## config.mk

```make
export PLATFORM = sky130hd
export DESIGN_NAME = tmds_encoder
export DESIGN_NICKNAME = d
export VERILOG_FILES = /design/src/rtl/tmds_encoder.sv
export SDC_FILE = /design/constraint.sdc
export NUM_CORES = 1
export LEC_CHECK = 0
export ABC_AREA = 1
export BUFFER_PORTS_ARGS = -buffer_cell sky130_fd_sc_hd__buf_2
export CORE_MARGIN = 5
export CORE_UTILIZATION = 62
export DETAILED_ROUTE_END_ITERATION = 6
export PLACE_DENSITY = 0.85
export SYNTH_ARGS = -nofsm -noshare
export SYNTH_HDL_FRONTEND = slang
export SYNTH_SLANG_ARGS = --single-unit
```

## constraint.sdc

```tcl
create_clock -name clk -period 4.3 [get_ports clk]
set_clock_uncertainty 0.15 [all_clocks]
set_input_delay 0.86 -clock clk [delete_from_list [all_inputs] [get_ports clk]]
set_output_delay 0.86 -clock clk [all_outputs]
set_load 0.05 [all_outputs]
```

## src/rtl/tmds_encoder.sv

```systemverilog
// Single-channel DVI TMDS 8b/10b encoder: transition-minimising stage followed by a
// DC-balancing stage, one 10-bit symbol per pixel clock with two cycles of latency.
module tmds_encoder (
    input  logic              clk,
    input  logic              rst,
    input  logic              de,
    input  logic              c0,
    input  logic              c1,
    input  logic [7:0]        d,
    output logic [9:0]        q_out,
    output logic signed [4:0] disp
);

    localparam logic [9:0] CTRL_00 = 10'b1101010100;
    localparam logic [9:0] CTRL_01 = 10'b0010101011;
    localparam logic [9:0] CTRL_10 = 10'b0101010100;
    localparam logic [9:0] CTRL_11 = 10'b1010101011;

    logic [3:0] n1d;
    logic       use_xnor;
    logic [8:0] q_m_next;
    logic [3:0] n1_next;

    logic [8:0] q_m_q;
    logic [3:0] n1_q;
    logic       de_q;
    logic       c0_q;
    logic       c1_q;

    logic [4:0] cnt;
    logic [4:0] cnt_next;
    logic [9:0] q_next;

    logic [4:0] n1_w;
    logic [4:0] n0_w;
    logic [4:0] diff_10;
    logic [4:0] diff_01;
    logic [4:0] two_q8;
    logic [4:0] two_nq8;
    logic       cnt_zero;
    logic       cnt_pos;
    logic       cnt_neg;

    always_comb begin
        n1d = '0;
        for (int i = 0; i < 8; i++) begin
            n1d = n1d + {3'b000, d[i]};
        end
        use_xnor = (n1d > 4'd4) || ((n1d == 4'd4) && !d[0]);

        q_m_next    = '0;
        q_m_next[0] = d[0];
        for (int i = 1; i < 8; i++) begin
            q_m_next[i] = use_xnor ? ~(q_m_next[i-1] ^ d[i]) : (q_m_next[i-1] ^ d[i]);
        end
        q_m_next[8] = ~use_xnor;

        n1_next = '0;
        for (int i = 0; i < 8; i++) begin
            n1_next = n1_next + {3'b000, q_m_next[i]};
        end
    end

    always_ff @(posedge clk or negedge rst) begin
        if (!rst) begin
            q_m_q <= '0;
            n1_q  <= '0;
            de_q  <= 1'b0;
            c0_q  <= 1'b0;
            c1_q  <= 1'b0;
        end else begin
            q_m_q <= q_m_next;
            n1_q  <= n1_next;
            de_q  <= de;
            c0_q  <= c0;
            c1_q  <= c1;
        end
    end

    // Disparity arithmetic is plain 5-bit two's complement; the wrap is harmless
    // because the running count never leaves -8..+8.
    always_comb begin
        n1_w     = {1'b0, n1_q};
        n0_w     = 5'd8 - n1_w;
        diff_10  = n1_w - n0_w;
        diff_01  = n0_w - n1_w;
        two_q8   = {3'b000, q_m_q[8], 1'b0};
        two_nq8  = {3'b000, ~q_m_q[8], 1'b0};
        cnt_zero = (cnt == 5'd0);
        cnt_neg  = cnt[4];
        cnt_pos  = !cnt[4] && !cnt_zero;

        q_next   = CTRL_00;
        cnt_next = '0;

        if (!de_q) begin
            case ({c1_q, c0_q})
                2'b00:   q_next = CTRL_00;
                2'b01:   q_next = CTRL_01;
                2'b10:   q_next = CTRL_10;
                default: q_next = CTRL_11;
            endcase
            cnt_next = '0;
        end else if (cnt_zero || (n1_q == 4'd4)) begin
            q_next   = {~q_m_q[8], q_m_q[8], q_m_q[8] ? q_m_q[7:0] : ~q_m_q[7:0]};
            cnt_next = cnt + (q_m_q[8] ? diff_10 : diff_01);
        end else if ((cnt_pos && (n1_q > 4'd4)) || (cnt_neg && (n1_q < 4'd4))) begin
            q_next   = {1'b1, q_m_q[8], ~q_m_q[7:0]};
            cnt_next = cnt + two_q8 + diff_01;
        end else begin
            q_next   = {1'b0, q_m_q[8], q_m_q[7:0]};
            cnt_next = cnt - two_nq8 + diff_10;
        end
    end

    always_ff @(posedge clk or negedge rst) begin
        if (!rst) begin
            q_out <= CTRL_00;
            cnt   <= '0;
        end else begin
            q_out <= q_next;
            cnt   <= cnt_next;
        end
    end

    assign disp = cnt;

endmodule

```

Yosys cells after proc, flatten, opt, wreduce, memory -nomap -nowiden. Index checks and enable logic that the tools add are counted.

Logic and storage cells: 81. Register bits after elaboration: 31. Input port bits: 13.

$lt $le $gt $ge: 3. Reduce and logical (&&, ||, !) cells: 12. Add/sub/neg operators: 22. Equal/unequal tests: 4. Mux-type cells: 16. Bitwise logic cells: 17.

Operators with widths (number): 4-bit by 1-bit adder with 4-bit output (8); 10-bit two-way mux (3); 10-bit one-hot mux with 3 select lines (1); 5-bit two-way mux (4); 5-bit adder (3); 1-bit NOT (9); 3-bit by 1-bit adder with 4-bit output (2); 4-bit by 3-bit equality test with 1-bit output (second input constant) (2); 4-bit by 3-bit greater-than comparator with 1-bit output (second input constant) (2); 8-bit two-way mux (1); 8-bit NOT (1); 1-bit two-way mux (7); 1-bit XOR (7); 2-bit by 1-bit adder with 3-bit output (2); 5-bit by 2-bit adder with 5-bit output (1); 5-bit zero test (1); 4-bit by 4-bit subtractor with 5-bit output (first input constant) (1); 4-bit by 5-bit subtractor with 5-bit output (1); 5-bit by 2-bit subtractor with 5-bit output (1); 5-bit by 4-bit subtractor with 5-bit output (1); 1-bit by 1-bit adder with 2-bit output (2); 1-bit logical AND (4); 4-bit by 3-bit < comparator with 1-bit output (second input constant) (1); 1-bit zero test (3); other kinds (4) (6).

Longest topological paths before layout.
Depth in word-level cells: 30. Mapped depth: 29. Depth with buffers taken out: 29.

Least setup slack after synthesis. OpenSTA, ideal clock, no wires.

Kind: input -> register. Start point: input d[0]. End point: register n1_q[2]. Library setup time: 0.123 ns. Stages: 26. Arrival time: 5.797 ns. Setup slack: -1.770 ns. Cells stage by stage: inv_1 fa_1 fa_1 fa_1 inv_1 ha_1 fa_1 nor2_1 nand2_1 a21oi_4 nand2_2 nand2_1 inv_1 fa_1 inv_1 nand3_2 nand2_1 inv_1 ha_1 inv_1 fa_1 inv_1 ha_1 inv_1 fa_1 xnor2_1.

Longest elaborated chain between the ends: 30. Elaborated cells between the ends (all ways): 40. Those cells by class: add/sub (14); order compare (1); eq/ne (1); mux (7); bitwise (14); reduce/logical (3).

RTL lines: from (decl) (RTL line 9) `input logic [7:0] d,`; parallel branches: the longest is 16 deep, another holds 3-bit by 1-bit adder with 4-bit output; 1-bit two-way mux (*) (RTL line 54) `q_m_next[i] = use_xnor ? ~(q_m_next[i-1] ^ d[i]) : (q_m_next[i-1] ^ d[i]);`; via q_m_next[3] (RTL line 21) `logic [8:0] q_m_next;`; parallel branches: the longest is 12 deep, another holds 3-bit by 1-bit adder with 4-bit output; 4-bit by 1-bit adder with 4-bit output (*) (RTL line 60) `n1_next = n1_next + {3'b000, q_m_next[i]};`; via n1_next[2] (RTL line 22) `logic [3:0] n1_next;`; to (signal assigned) (RTL line 73) `n1_q <= n1_next;`; to (decl) (RTL line 25) `logic [3:0] n1_q;`.

Mark *: on every way through the listed nets, which the timed path passes.

Worst setup path after layout.
Start point: input d[0]. End point: register n1_q[1].

The elaborated chain is that of the path after synthesis.

==> flow_metrics.py <==
metrics = {
    "critical_path": {
        "crit_type": "input pin to flip-flop",
        "endpoint_kind": "flip-flop",
        "path_common_cell": "fa_1",
        "reg2regPathDepth": 12,
        "cp_top_family": "adder cells",
        "crit_arrival_ns": 6.09,
        "crit_path_max_incr_delay_ns": 0.54,
        "cp.depth": 27,
        "path_max_fanout": 2,
        "cp.required_ns": 4.33,
        "critPathBufInv": 10,
        "crit_slowest_cell": "fa_1",
        "cp-start-kind": "input pin",
    },
    "cells_and_area": {
        "stdcell_area_sq_mm": 0.00327,
        "finalNetCount": 420,
        "layout-drive-gt1-share": 0.388,
        "area_growth_pct": 28.9,
        "final_util": 0.822,
        "diodes": 0,
    },
    "status": {
        "violations": "negative setup slack",
        "status": "finished, violations left",
    },
    "clock_network": {
        "root_buffer": "clkbuf_8",
        "cts_sinks": 31,
        "clk_pin_slew_ns": 0.07,
        "clk_latency_ns": 0.29,
        "cts_tree": "yes",
        "numCtsBuffers": 5,
        "htree_levels": 2,
        "clock_path_buffers": 2,
    },
    "timing": {
        "fmax_mhz": 165,
        "max_slew_margin": 0.541,
        "final.setup.tns_ns": -6.12,
        "hold_viol_final": 0,
        "min_period_ns": 6.06,
        "rsz0062_at_grt": "true",
        "tightest_slew_ns": 0.681,
        "finalMaxSlewViolations": 0,
        "worst_slack_ns": -1.76,
        "finalSetupViolCount": 7,
        "timing.final.crit_share": 1.41,
    },
    "drt": {
        "drtPass1Iterations": 4,
        "drc": 0,
        "vias_per_cell": 5.51,
        "postRouteWirelength_um": 6960,
        "via_count": 2319,
        "ant_nets": 0,
        "drtIter0Drc": 211,
        "wl_per_cell_um": 16.5,
    },
    "floorplanning": {
        "rows": 23,
        "die_h_um": 73.9,
        "coreArea_sq_mm": 0.00397,
        "io_pins": 28,
        "die_x_um": 73.9,
        "start_util": 0.638,
        "dieArea_sq_mm": 0.00546,
    },
    "worst_hold_path": {
        "hold_class": "flip-flop to flip-flop",
        "worstHoldPathCells": 2,
    },
    "yosys": {
        "synth_edf_count": 0,
        "yosysSeqAreaShare": 0.309,
        "synth_most_common_cell": "nand2_1",
        "yosys-top-cells-area": "dfrtp_1, ha_1, fa_1",
        "synth-seq-cells": 31,
        "synthTopCellsByCount": "nand2_1, inv_1, nand3_1",
        "synthDistinctLibCells": 29,
        "syn_avg_cell_area_sq_um": 8.53,
        "ys_warn_count": 0,
        "ys_async_sr_fraction": 1.00,
        "synthCells": 297,
        "synth_top_area_cell": "dfrtp_1",
        "ys.flop_type": "dfrtp_1",
        "synth_top_area_frac": 0.257,
        "syn_nets": 347,
        "synth_area_sq_mm": 0.00253,
    },
    "global_route": {
        "grt_pass1_wl_um": 10000,
        "grt_pass1_vias": 2252,
        "grt_max_degree": 32,
        "grt.overflow.total": 0,
        "grt.total_usage": 0.242,
        "antenna_found_initial": 0,
    },
    "placement": {
        "io_buffers": 27,
        "gp_congestion": 0.875,
        "place_area_sq_mm": 0.00301,
        "hpwl_um": 4710,
    },
    "flow_run": {
        "cap_viol_max_count": 0,
    },
}
-- area by class of cell --
cell class / count / area [sq um]
clock buffer: 8 / 100
fill: 235 / 706
inverter: 57 / 229
multi-input combinational: 207 / 1620
sequential: 31 / 782
tap: 50 / 62.6
timing repair buffer: 68 / 472
-- timing repair --
item / CTS / global route
pin swaps: 8 / 10
hold buffers: 0 / 0
buffers inserted: 3 / 4
hold endpoints to repair: 0 / 0
gates resized for setup: 8 / 17
endpoints found under the setup margin: 5 / 6
-- worst reg2reg max path: stages, from the launching register on --
cell      delay, ns
dfrtp_1        0.45
inv_2          0.12
ha_1           0.43
xor2_1         0.20
fa_1           0.32
ha_1           0.22
inv_1          0.06
fa_1           0.38
xor2_1         0.22
nand3b_1       0.13
nand3_1        0.07
a21oi_1        0.22
nor2_1         0.11
-- through the flow --
stage	worst slack [ns]	instances	hold WS (ns)
global placement	-1.89	406	0.327
floorplan	-1.64	297	0.321
global route	-1.94	421	0.398
detailed placement	-2.08	406	0.344
CTS	-1.68	417	0.359
finish	-1.76	421	0.357
-- path summary, 6_finish.rpt --
path	start	end	slack, ns
setup / recovery	d[0]	n1_q[1]	-1.76
hold / removal	q_m_q[0]	q_out[0]	0.36
setup reg to reg	n1_q[1]	disp[4]	1.11
hold reg to reg	q_m_q[0]	q_out[0]	0.36
max in group asynchronous	rst	c1_q	3.10
min in group asynchronous	rst	q_m_q[2]	0.46
-- logic make-up (layout without fill, tap and decap cells) --
group,count (synthesis),in the layout,share of synthesized area
simple gates,120,120,0.255
buf+inv,59,133,0.0889
compound gates,38,38,0.0879
fa+ha+maj,37,37,0.215
flops,31,31,0.309
xor+xnor,12,12,0.0444
-- cells in the final DEF, fill, tap and decap left out, drive strengths merged --
cell type and n:
dfrtp 26, or2 2, xor2 9, o21ai 20, dfstp 5, o211ai 4, buf 68, a21oi 14
clkbuf 8, xnor2 3, nor3 1, inv 57, ha 26, nand3 38, fa 11, nor2 5
nand3b 1, nand2 73
-- sequential cells by signal (all words and copies together), names as in the netlist --
name   count
q_out     10
q_m_q      9
disp       5
n1_q       4
c0_q       1
c1_q       1
de_q       1
-- routing by layer --
metal	GRT usage	part of all wire	vias to the layer above
li1	-	-	1086
met2	0.444	0.52	110
met1	0.284	0.37	1087
met3	0.0438	0.067	36
met4	0.0785	0.043	0
met5	0	0	-
Power is not shown: default switching activity piles up to over one toggle a cycle in this logic, so the estimate is an artifact.
